## src/rtl/sequence_flasher_if.sv

```systemverilog
// rtl/sequence_flasher_if.sv - round control, sequence readback and display signals of the sequence flasher
interface sequence_flasher_if;
  logic       start;
  logic       abort;
  logic [1:0] levelNumber;
  logic [1:0] speedNumber;
  logic [2:0] rdIndex;
  logic [3:0] rdDigit;
  logic [2:0] seqLength;
  logic [3:0] numToFlash;
  logic       noNumToFlash;
  logic       busy;
  logic       done;

  modport slave (
    input  start, abort, levelNumber, speedNumber, rdIndex,
    output rdDigit, seqLength, numToFlash, noNumToFlash, busy, done
  );

  modport master (
    output start, abort, levelNumber, speedNumber, rdIndex,
    input  rdDigit, seqLength, numToFlash, noNumToFlash, busy, done
  );
endinterface

```

## src/rtl/sequence_flasher.sv

```systemverilog
// rtl/sequence_flasher.sv - generates a random BCD digit sequence per round and plays it out
// one digit at a time (show / blank) for the display controller.
module sequence_flasher #(
  parameter int unsigned TICKS_PER_UNIT = 25000000,
  parameter logic [7:0]  SEED           = 8'hA5
) (
  input logic               clk,
  input logic               rst,
  sequence_flasher_if.slave bus
);

  localparam int unsigned CW = (4 * TICKS_PER_UNIT > 1) ? $clog2(4 * TICKS_PER_UNIT) : 1;
  localparam logic [CW-1:0] GAP_LAST = CW'(TICKS_PER_UNIT - 1);

  typedef enum logic [2:0] {
    S_IDLE,
    S_LOAD,
    S_SHOW,
    S_GAP,
    S_DONE
  } state_e;

  state_e        state_q;
  logic [7:0]    lfsr_q;
  logic [7:0]    lfsr_d;
  logic [3:0]    seq_q [7];
  logic [2:0]    idx_q;
  logic [2:0]    len_q;
  logic [2:0]    on_q;
  logic [CW-1:0] tick_q;
  logic [CW-1:0] show_last;
  logic [3:0]    num_q;
  logic [3:0]    new_digit;
  logic [3:0]    rd_digit;
  logic          blank_q;
  logic          busy_q;
  logic          done_q;

  // Taps x^8+x^6+x^5+x^4+1: maximal length, so a nonzero seed never reaches zero.
  assign lfsr_d = {lfsr_q[6:0], lfsr_q[7] ^ lfsr_q[5] ^ lfsr_q[4] ^ lfsr_q[3]};

  always_comb begin
    new_digit = lfsr_q[3:0];
    if (lfsr_q[3:0] > 4'd9) begin
      new_digit = lfsr_q[3:0] - 4'd6;
    end
  end

  assign show_last = CW'({29'd0, on_q} * TICKS_PER_UNIT - 32'd1);

  function automatic logic [3:0] slot(input logic [2:0] a);
    logic [3:0] v;
    v = 4'd0;
    for (int i = 0; i < 7; i++) begin
      if (a == 3'(i)) begin
        v = seq_q[i];
      end
    end
    return v;
  endfunction

  always_comb begin
    rd_digit = 4'd0;
    if (bus.rdIndex < len_q) begin
      rd_digit = slot(bus.rdIndex);
    end
  end

  always_ff @(posedge clk) begin
    if (rst) begin
      state_q <= S_IDLE;
      lfsr_q  <= SEED;
      idx_q   <= 3'd0;
      len_q   <= 3'd0;
      on_q    <= 3'd0;
      tick_q  <= '0;
      num_q   <= 4'd0;
      blank_q <= 1'b1;
      busy_q  <= 1'b0;
      done_q  <= 1'b0;
      for (int i = 0; i < 7; i++) begin
        seq_q[i] <= 4'd0;
      end
    end else begin
      lfsr_q <= lfsr_d;
      done_q <= 1'b0;
      // Abort leaves the stored sequence and the held digit untouched.
      if (bus.abort) begin
        state_q <= S_IDLE;
        blank_q <= 1'b1;
        busy_q  <= 1'b0;
      end else begin
        case (state_q)
          S_IDLE: begin
            if (bus.start) begin
              state_q <= S_LOAD;
              len_q   <= {1'b0, bus.levelNumber} + 3'd4;
              on_q    <= 3'd4 - {1'b0, bus.speedNumber};
              idx_q   <= 3'd0;
              busy_q  <= 1'b1;
            end
          end
          S_LOAD: begin
            for (int i = 0; i < 7; i++) begin
              if (idx_q == 3'(i)) begin
                seq_q[i] <= new_digit;
              end
            end
            if (idx_q == len_q - 3'd1) begin
              // Slot 0 was written cycles ago, so it can be shown right away.
              state_q <= S_SHOW;
              idx_q   <= 3'd0;
              tick_q  <= '0;
              num_q   <= slot(3'd0);
              blank_q <= 1'b0;
            end else begin
              idx_q <= idx_q + 3'd1;
            end
          end
          S_SHOW: begin
            if (tick_q == show_last) begin
              state_q <= S_GAP;
              tick_q  <= '0;
              blank_q <= 1'b1;
            end else begin
              tick_q <= tick_q + 1'b1;
            end
          end
          S_GAP: begin
            if (tick_q == GAP_LAST) begin
              tick_q <= '0;
              if (idx_q == len_q - 3'd1) begin
                state_q <= S_DONE;
                busy_q  <= 1'b0;
                done_q  <= 1'b1;
              end else begin
                state_q <= S_SHOW;
                idx_q   <= idx_q + 3'd1;
                num_q   <= slot(idx_q + 3'd1);
                blank_q <= 1'b0;
              end
            end else begin
              tick_q <= tick_q + 1'b1;
            end
          end
          S_DONE: begin
            state_q <= S_IDLE;
          end
          default: begin
            state_q <= S_IDLE;
          end
        endcase
      end
    end
  end

  assign bus.rdDigit      = rd_digit;
  assign bus.seqLength    = len_q;
  assign bus.numToFlash   = num_q;
  assign bus.noNumToFlash = blank_q;
  assign bus.busy         = busy_q;
  assign bus.done         = done_q;

endmodule

```

## src/flat_wrapper.sv

```systemverilog
// flat-port wrapper written by rule: the top's interface ports become plain ports
module sequence_flasher_flat 
#(
  parameter int unsigned TICKS_PER_UNIT = 25000000,
  parameter logic [7:0]  SEED           = 8'hA5
)
  (clk, rst, bus_start, bus_abort, bus_levelNumber, bus_speedNumber, bus_rdIndex, bus_rdDigit, bus_seqLength, bus_numToFlash, bus_noNumToFlash, bus_busy, bus_done);
  sequence_flasher_if bus_i ();
  input logic clk;
  input logic rst;
  input wire logic [$bits(bus_i.start)-1:0] bus_start;
  input wire logic [$bits(bus_i.abort)-1:0] bus_abort;
  input wire logic [$bits(bus_i.levelNumber)-1:0] bus_levelNumber;
  input wire logic [$bits(bus_i.speedNumber)-1:0] bus_speedNumber;
  input wire logic [$bits(bus_i.rdIndex)-1:0] bus_rdIndex;
  output wire logic [$bits(bus_i.rdDigit)-1:0] bus_rdDigit;
  output wire logic [$bits(bus_i.seqLength)-1:0] bus_seqLength;
  output wire logic [$bits(bus_i.numToFlash)-1:0] bus_numToFlash;
  output wire logic [$bits(bus_i.noNumToFlash)-1:0] bus_noNumToFlash;
  output wire logic [$bits(bus_i.busy)-1:0] bus_busy;
  output wire logic [$bits(bus_i.done)-1:0] bus_done;
  assign bus_i.start = bus_start;
  assign bus_i.abort = bus_abort;
  assign bus_i.levelNumber = bus_levelNumber;
  assign bus_i.speedNumber = bus_speedNumber;
  assign bus_i.rdIndex = bus_rdIndex;
  assign bus_rdDigit = bus_i.rdDigit;
  assign bus_seqLength = bus_i.seqLength;
  assign bus_numToFlash = bus_i.numToFlash;
  assign bus_noNumToFlash = bus_i.noNumToFlash;
  assign bus_busy = bus_i.busy;
  assign bus_done = bus_i.done;
  sequence_flasher #(.TICKS_PER_UNIT(TICKS_PER_UNIT), .SEED(SEED)) u_core (.clk(clk), .rst(rst), .bus(bus_i));
endmodule
```

## config.mk

```make
export PLATFORM = sky130hd
export DESIGN_NAME = sequence_flasher_flat
export DESIGN_NICKNAME = d
export VERILOG_FILES = /design/src/rtl/sequence_flasher_if.sv /design/src/rtl/sequence_flasher.sv /design/src/flat_wrapper.sv
export SDC_FILE = /design/constraint.sdc
export NUM_CORES = 1
export LEC_CHECK = 0
export ABC_AREA = 1
export CORE_ASPECT_RATIO = 1.25
export CORE_MARGIN = 2
export CORE_UTILIZATION = 55
export DETAILED_ROUTE_END_ITERATION = 12
export GPL_ROUTABILITY_DRIVEN = 0
export PLACE_DENSITY = 0.71
export SLEW_MARGIN = 10
export SYNTH_ARGS = -nofsm -noshare
export SYNTH_HDL_FRONTEND = slang
export SYNTH_SLANG_ARGS = --single-unit
```

## constraint.sdc

```tcl
create_clock -name clk -period 4.6 [get_ports clk]
set_clock_uncertainty 0.05 [all_clocks]
set_input_delay 1.38 -clock clk [delete_from_list [all_inputs] [get_ports clk]]
set_output_delay 1.38 -clock clk [all_outputs]
set_load 0.02 [all_outputs]
```

======== Word level (Yosys, flattened, before mapping) ========
Memory sizes are Yosys's and may differ from the RTL's.
Cells that the tools add are included.
Widths: inputs -> output; s select.
word-level totals
  bits in registers ....................... 54
  bits in latches ......................... 0
  RAM bits ................................ 28
  ROM bits ................................ 0
  input port bits ......................... 11
  output and inout port bits .............. 14
  logic and storage cells ................. 169
  memories kept ........................... 1
memory list
  name          words  width  rd ports  clocked after memory_dff  write ports  RTL line                RTL
  u_core.seq_q  7      4      7         0                         7            sequence_flasher.sv:26  logic [3:0] seq_q [7];
cells by class
  $add $sub $neg .......................... 7
  $mul .................................... 1
  div/mod/pow operators ................... 0
  $lt $le $gt $ge ......................... 2
  eq/ne operators ......................... 30
  shift operators ......................... 0
  mux-type cells .......................... 88
  bitwise gates (word level) .............. 13
  reduce and logical (&&, ||, !) cells .... 17
operators with widths
  operator               number
  $mux 4                 26
  $mux 27                3
  $pmux 27 s3            1
  $mux 1                 44
  $add 27x1->27 const B  1
  $eq 27x25->1 const B   1
  $eq 27x27->1           1
  $eq 3x3->1 const B     9
  $mux 3                 9
  $sub 27x1->27 const B  1
  $eq 3x2->1 const B     8
  $mul 3x19->21 const B  1
  $reduce_and 5->1       3
  $eq 3x1->1 const B     4
  $logic_not 3->1        4
  $pmux 3 s4             1
  $pmux 3 s3             1
  $ne 2x1->1 const B     4
  $pmux 4 s2             1
  $reduce_and 4->1       2
  $or 1x1->1             7
  $reduce_and 3->1       2
  $reduce_bool 3->1      2
  $gt 4x4->1 const B     1
  15 further kinds       21

======== Longest topological paths before layout ========
  depth in word-level cells ............... 12
  depth in mapped cells ................... 24
  mapped depth without buffers ............ 24

======== Worst setup path after synthesis ========
No wires, ideal clock.
  path type ............................... input -> output
  start point ............................. in bus_rdIndex[2]
  end point ............................... out bus_rdDigit[3]
  arrival time ............................ 2.613 ns
  required time ........................... 3.170 ns
  slack ................................... 0.557 ns
  stages .................................. 6
  path buffers ............................ 0
  path through ............................ ha_1 nand2_1 a21oi_1 a211oi_1 o21ai_0 a41oi_1
between the ends
  longest elaborated chain between the ends .. 9
  elaborated cells on any way between the ends .. 16
  those cells by class .................... order compare: 1; eq/ne: 6; mux: 8; reduce/logical: 1
RTL lines
  element              RTL line                RTL
  start, declared      flat_wrapper.sv:15      input wire logic [$bits(bus_i.rdIndex)-1:0] bus_rdIndex;
  $logic_not 3->1      sequence_flasher.sv:55  if (a == 3'(i)) begin
  $mux 4 (7 in a row)  sequence_flasher.sv:55
  $mux 4 (*)           sequence_flasher.sv:64  if (bus.rdIndex < len_q) begin
  end, declared        flat_wrapper.sv:16      output wire logic [$bits(bus_i.rdDigit)-1:0] bus_rdDigit;
Mark *: on every way between the ends. The rest lies on a longest branch, timed or not.

======== Worst setup path after layout ========
  start point ............................. in bus_rdIndex[2]
  end point ............................... out bus_rdDigit[0]
The elaborated chain is that of the path after synthesis.

==> impl_results.md <==
- CP Launch Point: bus_rdIndex[2]
- Number of detailed-route iterations in the first pass: 5
- Via count: 6179
- Max cap viols: 0
- CP Cell Sequence: clkdlybuf4s50_1 -> buf_4 -> nor3_1 -> buf_4 -> a32oi_1 -> nand3_1 -> a21oi_1 -> nand3_1 -> o211ai_1 -> inv_1 -> clkbuf_2
- Final worst setup slack: 0.162 ns
- Diode count: 0
- Post-synth EDFFs: 28
- Largest net degree at the start of global routing: 38
- Synthesized flop and latch total: 82
- FF-to-FF setup slack: 0.57 ns
- YS warnings: 0
- Sequential-to-total area share from yosys stat: 29.8%
- Antenna Nets Post-Route: 0
- Initial antenna violation count: 0
- Vias in the first global route: 5765
- Total Routing Usage GR: 27.7%
- Global route overflow: 0
- Yosys top cell area share: 16.7%
- Max Slew Vio Count: 0
- Detail Placement HPWL: 13.3 mm
- Share of cells above drive strength 1: 10.1%
- Reg clk slew, reported paths: 0.06 ns
- CP top delay family: buffers and inverters
- Layout Nets: 1027
- CP endpoint kind: primary output
- Worst slew margin: 50.8%
- Synth area leaders: dfxtp_1 17%, nand2_1 14%, edfxtp_1 13%, inv_1 7.9%, nand3_1 7.0%
- Io pins: 25
- First-pass GRT wire length: 27.7 mm
- Post-CTS Setup Inserts: 0
- Syn nets: 1007
- Part of the cycle the worst path needs: 96.5%
- Worst path bufs/invs: 5
- Worst r2r path cells: 22
- Pwr Density: 286 mW/mm2
- Fmax: 225 MHz
- TritonCTS clock tree: yes
- Crit Path Category: in -> out
- Starting DRT DRC Count: 314
- Critical Path Start Type: input port
- Number of setup violations in the final report: 0
- Asr flop ratio synth: 0%
- Hold Crit Depth: 1
- Final cell utilization of the core: 61.2%
- Routed len/inst: 15.0 um
- WL final: 17.0 mm
- Worst EP required: 3.17 ns
- Pre-CTS setup slack: -0.318 ns
- DIE HEIGHT: 125 um
- Post-Syn Instances: 967
- Hold Vio Cnt, Final: 0
- RSZ-0062 raised after global routing: false
- Reg-to-reg critical path startpoint: u_core.on_q[0]
- Die footprint: 0.0126 mm2
- Worst Hold End: u_core.lfsr_q[7]
- I/O Buffers: 24
- CTS Buf Count: 9
- Min cycle time layout: 4.44 ns
- R2R Path End: u_core.tick_q[12]
- Slowest CP cell: clkdlybuf4s50_1
- Status: finished, final reports clean
- Slowest Stage Delay on Critical Path: 0.52 ns
- Crit path max fanout: 5
- Worst-Skew Late Latency: 0.34 ns
- Starting Density: 55.9%
- Post-Syn Area: 0.00646 mm2
- Mapped Avg Cell Area: 6.68 um2
- Core area: 0.0116 mm2
- Die outline width: 101 um
- Worst slew pin tran: 0.737 ns
- Hold Path Class: reg -> reg
- Synth area leader: dfxtp_1
- Peak VDD IR: 0.181 mV
- Leak: 3.18 nW
- Avg Vias per Cell: 5.47
- Synth cell types: 49
- # clock sinks: 82
- CTS Root Cell: clkbuf_16
- HP Start: u_core.lfsr_q[6]
- WP data arrival: 3.01 ns
- Clk buf depth: 2
- CTS H-tree lvls: 3
- Rows: 44
- Top FF cell, synth: dfxtp_1
- Layout area overhead: 9.59%
- Residual DRC: 0
## cells by family (layout without fill, tap and decap cells)
kind of cell | count (synthesis) | after routing | synth area share (%)
fa+ha+maj | 29 | 29 | 5.97
flops | 82 | 82 | 29.8
simple gates | 540 | 540 | 38.7
compound gates | 112 | 112 | 10.5
xor+xnor | 34 | 34 | 4.61
buf+inv | 170 | 195 | 10.5
## registers in the layout, summed over array words and instances (netlist names)
| register | count |
|---|---|
| u_core.tick_q | 27 |
| u_core.state_q | 3 |
| u_core.bus.busy | 1 |
| u_core.bus.seqLength | 3 |
| u_core.on_q | 3 |
| u_core.bus.done | 1 |
| u_core.idx_q | 3 |
| u_core.seq_q | 28 |
| u_core.bus.noNumToFlash | 1 |
| u_core.lfsr_q | 8 |
| u_core.bus.numToFlash | 4 |
## per-layer routing
| layer | track usage [%] | part of all wire [%] |
|---|---|---|
| met5 | 0 | 0 |
| met4 | 12.0 | 3.9 |
| met3 | 3.91 | 3.4 |
| met2 | 49.1 | 51 |
| met1 | 32.7 | 42 |
## cell usage after synthesis (17+ instances only)
| master | number |
|---|---|
| dfxtp_1 | 54 |
| ha_1 | 26 |
| a21oi_1 | 48 |
| nor3_1 | 22 |
| o21ai_0 | 27 |
| nand2_2 | 17 |
| nand3_2 | 17 |
| nand3_1 | 90 |
| edfxtp_1 | 28 |
| nand4_1 | 30 |
| inv_1 | 136 |
| xor2_1 | 27 |
| nand2_1 | 248 |
| nor2_1 | 96 |
## report_power, final
part           switching (mW)  leakage [nW]  total [mW]  internal, mW
registers              0.0267         0.728       0.803         0.776
clock network           0.309         0.140       0.682         0.373
logic                   0.358          2.31       0.539         0.181
## metrics by stage
stage	setup TNS, ns	hold WS (ns)	instance area (um2)	total power, mW	std cells
final	0	0.366	7080	2.02	1130
after global routing	0	0.382	7080	2.14	1130
after CTS	0	0.367	7090	2.03	1130
after detailed placement	-1.19	0.350	6810	1.36	1114
after global placement	-1.17	0.352	6810	1.35	1114
after floorplan	0	0.339	6460	1.22	967
## worst max-delay path by stage
| stage | end | slack [ns] | cells after the start |
|---|---|---|---|
| 6_report | bus_rdDigit[0] | 0.16 | 11 |
| 5_1_grt | bus_rdDigit[2] | 0.009 | 10 |
| 4_1_cts | bus_rdDigit[2] | 0.02 | 10 |
| 3_5_place_dp | bus_rdDigit[3] | -0.32 | 8 |
| 3_3_place_gp | bus_rdDigit[3] | -0.32 | 8 |
| 2_1_floorplan | bus_rdDigit[3] | 0.56 | 6 |
## cell type report
cell class	instances	area [um2]
repair buffers	34	298
clock buffers	10	229
flip-flops and latches	82	1920
fillers	1138	4480
multi-input cells	715	3870
inverters	145	544
clock inverters	6	46.3
well taps	138	173
## timing repair
| action | in CTS | in global routing |
|---|---|---|
| hold buffers | 0 | 0 |
| resized for setup | 8 | 9 |
| endpoints found under the setup margin | 4 | 4 |
## layout by cell type (no fill, tap or decap), types with 7 or more instances in the layout
| cell type | instances |
|---|---|
| xor2_1 | 27 |
| inv_1 | 136 |
| nor2_1 | 96 |
| nand2_2 | 17 |
| nand3_1 | 90 |
| clkdlybuf4s50_1 | 19 |
| inv_2 | 8 |
| dfxtp_1 | 54 |
| clkbuf_16 | 9 |
| nand4_1 | 30 |
| a21oi_2 | 15 |
| edfxtp_1 | 28 |
| nand3_2 | 17 |
| xnor2_1 | 7 |
| nor3_1 | 21 |
| o211ai_1 | 7 |
| a21oi_1 | 48 |
| o21ai_0 | 26 |
| buf_4 | 10 |
| ha_1 | 26 |
| nand2_1 | 248 |
Power figures use the tool's default switching activity.
